`config.mk`:
```
export PLATFORM = sky130hd
export DESIGN_NAME = imm_gen_pipe
export DESIGN_NICKNAME = d
export VERILOG_FILES = /design/src/rtl/imm_gen_pipe.sv
export SDC_FILE = /design/constraint.sdc
export NUM_CORES = 1
export LEC_CHECK = 0
export CORE_AREA = 2 2 115 61
export CTS_CLUSTER_SIZE = 16
export DETAILED_ROUTE_END_ITERATION = 8
export DIE_AREA = 0 0 117 63
export PLACE_DENSITY_LB_ADDON = 0.2
export SLEW_MARGIN = 20
export SYNTH_ARGS = -nofsm -noshare
export SYNTH_HDL_FRONTEND = slang
export SYNTH_SLANG_ARGS = --single-unit
```
`constraint.sdc`:
```
create_clock -name clk -period 3.61 [get_ports clk]
set_input_delay 0.722 -clock clk [delete_from_list [all_inputs] [get_ports clk]]
set_output_delay 0.722 -clock clk [all_outputs]
set_load 0.02 [all_outputs]
```
`src/rtl/imm_gen_pipe.sv`:
```
// Pipelined RISC-V immediate generator for the decode stage.
// Decodes the immediate of a 32-bit instruction according to the ImmSrc
// format select, then carries {valid, imm, illegal} through STAGES registers
// that share the Stall/Flush controls of the surrounding pipeline.
//
// Handshake: InValid qualifies Inst/ImmSrc in the cycle it is high and
// OutValid qualifies ImmExt/ImmIllegal. There is no ready; the block never
// pushes back. Upstream hazard logic holds the whole pipe with Stall and
// drops in-flight work with Flush. Flush wins over Stall, and an input
// presented during a Stall or Flush cycle is not captured.
module imm_gen_pipe #(
    parameter int XLEN   = 32,
    parameter int STAGES = 1
) (
    input  logic            clk,
    input  logic            reset,
    input  logic            InValid,
    input  logic            Stall,
    input  logic            Flush,
    input  logic [31:0]     Inst,
    input  logic [2:0]      ImmSrc,
    output logic [XLEN-1:0] ImmExt,
    output logic            OutValid,
    output logic            ImmIllegal
);

    localparam int SHAMT_W = $clog2(XLEN);

    localparam logic [2:0] SRC_I = 3'b000;
    localparam logic [2:0] SRC_S = 3'b001;
    localparam logic [2:0] SRC_B = 3'b101;
    localparam logic [2:0] SRC_U = 3'b010;
    localparam logic [2:0] SRC_J = 3'b110;

    localparam logic [6:0] OPC_OP_IMM    = 7'b0010011;
    localparam logic [6:0] OPC_OP_IMM_32 = 7'b0011011;

    // Combinational decode results feeding stage 1.
    logic [XLEN-1:0] dec_imm;
    logic            dec_illegal;
    logic [31:0]     raw;        // 32-bit sign-carrying immediate before widening
    logic            is_op_imm;
    logic            is_op_imm32;
    logic            is_shift_f3;

    // Per-stage registers; index STAGES-1 drives the outputs.
    logic            vld_q [STAGES];
    logic [XLEN-1:0] imm_q [STAGES];
    logic            ill_q [STAGES];

    // Decode the immediate for the selected format and widen it to XLEN.
    always_comb begin
        dec_imm     = '0;
        dec_illegal = 1'b0;
        raw         = '0;
        is_op_imm   = (Inst[6:0] == OPC_OP_IMM);
        is_op_imm32 = (Inst[6:0] == OPC_OP_IMM_32);
        is_shift_f3 = (Inst[14:12] == 3'b001) || (Inst[14:12] == 3'b101);

        case (ImmSrc)
            SRC_I: raw = {{20{Inst[31]}}, Inst[31:20]};
            SRC_S: raw = {{20{Inst[31]}}, Inst[31:25], Inst[11:7]};
            SRC_B: raw = {{19{Inst[31]}}, Inst[31], Inst[7], Inst[30:25], Inst[11:8], 1'b0};
            SRC_U: raw = {Inst[31:12], 12'b0};
            SRC_J: raw = {{11{Inst[31]}}, Inst[31], Inst[19:12], Inst[20], Inst[30:21], 1'b0};
            default: begin
                raw         = '0;
                dec_illegal = 1'b1;
            end
        endcase

        // All legal formats carry their sign in raw[31]; extend it to XLEN.
        dec_imm = {{(XLEN-31){raw[31]}}, raw[30:0]};

        // Shift immediates only exist on OP-IMM / OP-IMM-32 with funct3 001/101.
        // Loads share the I format and funct3 values, so the opcode check matters.
        // The word-sized shifts of OP-IMM-32 always use a 5-bit amount.
        if (ImmSrc == SRC_I && is_shift_f3) begin
            if (is_op_imm32) begin
                dec_imm = XLEN'(Inst[24:20]);
            end else if (is_op_imm) begin
                dec_imm = XLEN'(Inst[20+SHAMT_W-1:20]);
            end
        end
    end

    // Stage registers: reset clears all, Flush kills valids, Stall holds, else shift.
    always_ff @(posedge clk) begin
        if (reset) begin
            for (int k = 0; k < STAGES; k++) begin
                vld_q[k] <= 1'b0;
                imm_q[k] <= '0;
                ill_q[k] <= 1'b0;
            end
        end else if (Flush) begin
            // Data is left in place; only the valids matter after a flush.
            for (int k = 0; k < STAGES; k++) begin
                vld_q[k] <= 1'b0;
            end
        end else if (!Stall) begin
            vld_q[0] <= InValid;
            if (InValid) begin
                imm_q[0] <= dec_imm;
                ill_q[0] <= dec_illegal;
            end
            // A bubble leaves the downstream data untouched so ImmExt stays
            // stable while OutValid is low.
            for (int k = 1; k < STAGES; k++) begin
                vld_q[k] <= vld_q[k-1];
                if (vld_q[k-1]) begin
                    imm_q[k] <= imm_q[k-1];
                    ill_q[k] <= ill_q[k-1];
                end
            end
        end
    end

    assign ImmExt     = imm_q[STAGES-1];
    assign OutValid   = vld_q[STAGES-1];
    assign ImmIllegal = ill_q[STAGES-1];

endmodule
```
==> metrics <==
Synth Instances=approximately 150; Critical Path End Type=flip-flop; Max Freq=approximately 400 MHz; dpl hpwl=approximately 3400 µm; Setup-failing EPs final=0; mean post-synth cell area=about 12 µm²; required time of the critical path=about 3.7 ns; hold violation total from the final report=0; Die H=63 µm; worst slew pin tran=~0.8 ns; Final ANT Viol Nets=0; grt total ovfl=0; DRT Pass-1 Iters=4; max-cap violation count=0; Area Growth Syn to Fin=53.04%; Slew HR=roughly 46%; Routed WL=around 4900 µm; htree depth=2; first-pass GRT wire length=about 7400 µm; layout cells sized above 1=about 11%; post-synthesis sequential area ratio=between 50% and 60%; Mapped Nets=between 150 and 200; Peak supply drop=190.0 µV; Critical Path Fanout Max=30; clk root buf=clkbuf_16; CP Launch Type=primary input; initial antenna violation count=0; kind of critical path=primary input to flip-flop; Post-synth top flop=edfxtp_1; io pins=74; CTS tree=yes; global-route usage over all layers=a little over an eighth; Sink Count=34; Fin Hold WS=1.167 ns; DIE WIDTH=between 100 and 150 µm; total setup buffers inserted after CTS=0; drt via density=~4.8; Post-Place Cells=just over 300; starting density of the core=28.73%; Syn. warnings=0; CTS buffer count=5; clk buf depth=2; Pins Over Slew Limit=0; Layout Nets=between 200 and 300; Worst EP arrival=2.54 ns; post-cts resize count=0; DIE AREA=around 7400 µm²; part of the cycle the worst path needs=between 60% and 70%; Sequential Area=between 1000 and 1500 µm²; leakage power total=around 0.94 nW; Pwr per Cell Area=between 400 and 500 nW/µm²; Worst Setup EP=imm_q[0][28]$_SDFFCE_PN0P_; Core ar.=6437 µm²; post-route insts no fill=~320; outcome=complete, no violations; hold_sp=Inst[31]; hold crit path type=primary input to flip-flop; DR WL/cell=about 15 µm; Port-buffer cells=72; synthesized area=around 1800 µm²; via count=~1,500; Post-route DRC=0; EDFF count, synth=34; fill count=616; flops & latches, synth=34; Worst setup startpoint=ImmSrc[0]; RSZ-0062 raised after global routing=no; setup TNS=0 ns; vias in the first global route=~1,400; 1st-iter DRT viols=44; total power=~1.2 mW; Post-synth ARST share=0%; clock slew at reported path FFs=0.05 ns; hold path depth=3; final core utilization=between 40 and 50%; area of the multi-input gates=743.2 µm²; crit path time final=2.470 ns; pin count of the biggest net entering global routing=34; # hold bufs at CTS=0; GP Congestion=approximately 0.7; ANT cells=0; number of distinct library cells after synthesis=33; row count=21
==> logic make-up after synthesis <==
kind of cell           after synthesis  synth area share, %
AO/OA/AOI/OAI                       42                17.39
XOR/XNOR                             1               0.4737
buffers and inverters               18                4.601
flip-flops                          34                55.21
multiplexers                         1               0.5413
AND/OR/NAND/NOR                     58                21.79
==> area by class of cell <==
cell class | instances | share of cell area, %
clock buffer | 5 | 4.421
clock inverter | 2 | 1.194
inverter | 1 | 0.1326
multi-input combinational | 102 | 26.26
sequential | 34 | 36.07
tap | 92 | 4.067
timing repair buffer | 81 | 27.85
==> cell usage in the layout, fill, tap and decap left out, types with 2 or more instances in the layout <==
cell / count
clkdlybuf4s50_1: 72
edfxtp_1: 34
nor3b_1: 11
nand3b_1: 11
a21o_1: 11
a211oi_1: 10
nor3_1: 9
buf_4: 9
nand2_1: 8
a22oi_1: 8
or3b_2: 5
clkbuf_16: 5
a21oi_1: 4
o21a_1: 4
nor2b_1: 3
nand2b_1: 2
==> per-stage QoR <==
stage          setup slack, ns  cell area (µm²)
3_5_place_dp            0.8906             2671
6_report                 1.140             2830
5_1_grt                 0.9124             2830
4_1_cts                  1.168             2830
2_1_floorplan            1.369             1849
3_3_place_gp            0.9708             2671
==> worst min path at each step <==
stage and endpoint:
3_5_place_dp imm_q[0][31]$_SDFFCE_PN0P_, 4_1_cts imm_q[0][31]$_SDFFCE_PN0P_, 2_1_floorplan vld_q[0]$_DFFE_PP_, 3_3_place_gp imm_q[0][31]$_SDFFCE_PN0P_, 5_1_grt imm_q[0][31]$_SDFFCE_PN0P_, 6_report imm_q[0][31]$_SDFFCE_PN0P_
==> critical path: stages <==
cell             delay [ns]
clkdlybuf4s50_1        0.48
buf_4                  0.27
nand2b_1               0.42
o21ai_1                0.13
buf_4                  0.22
a211oi_1               0.30
==> registers in the layout, indices dropped and copies added (netlist names) <==
register,cells
vld_q,1
ill_q,1
imm_q,32
==> synth_stat cells, drive strengths merged, types with 2 or more instances <==
cell	number	area share (%)
a21oi	4	1.1
nor2b	3	1.0
a21o	11	4.5
o21a	4	1.6
or3b	5	2.4
nand2	8	1.6
nor3b	11	4.5
o21ai	2	0.54
nor3	9	2.4
nand3b	11	4.5
a211oi	11	4.7
a22oi	8	3.2
nand2b	2	0.68
or4b	2	1.3
clkbuf	11	2.2
buf	6	2.2
nor4b	2	1.8
edfxtp	34	55
==> power by group <==
| part | internal [mW] | switching, mW | total [mW] | leakage (nW) |
|---|---|---|---|---|
| Clock | 0.319 | 0.152 | 0.471 | 0.0773 |
| Sequential | 0.463 | 0.00842 | 0.472 | 0.336 |
| Combinational | 0.111 | 0.109 | 0.220 | 0.529 |
==> layer usage <==
metal  wire length [µm]  GRT usage (%)
met1               2581          20.51
met2               1913          17.56
met3                344          5.238
met4                 33          2.206
met5                  0              0
Note: power is estimated with default switching activity, not from simulation.
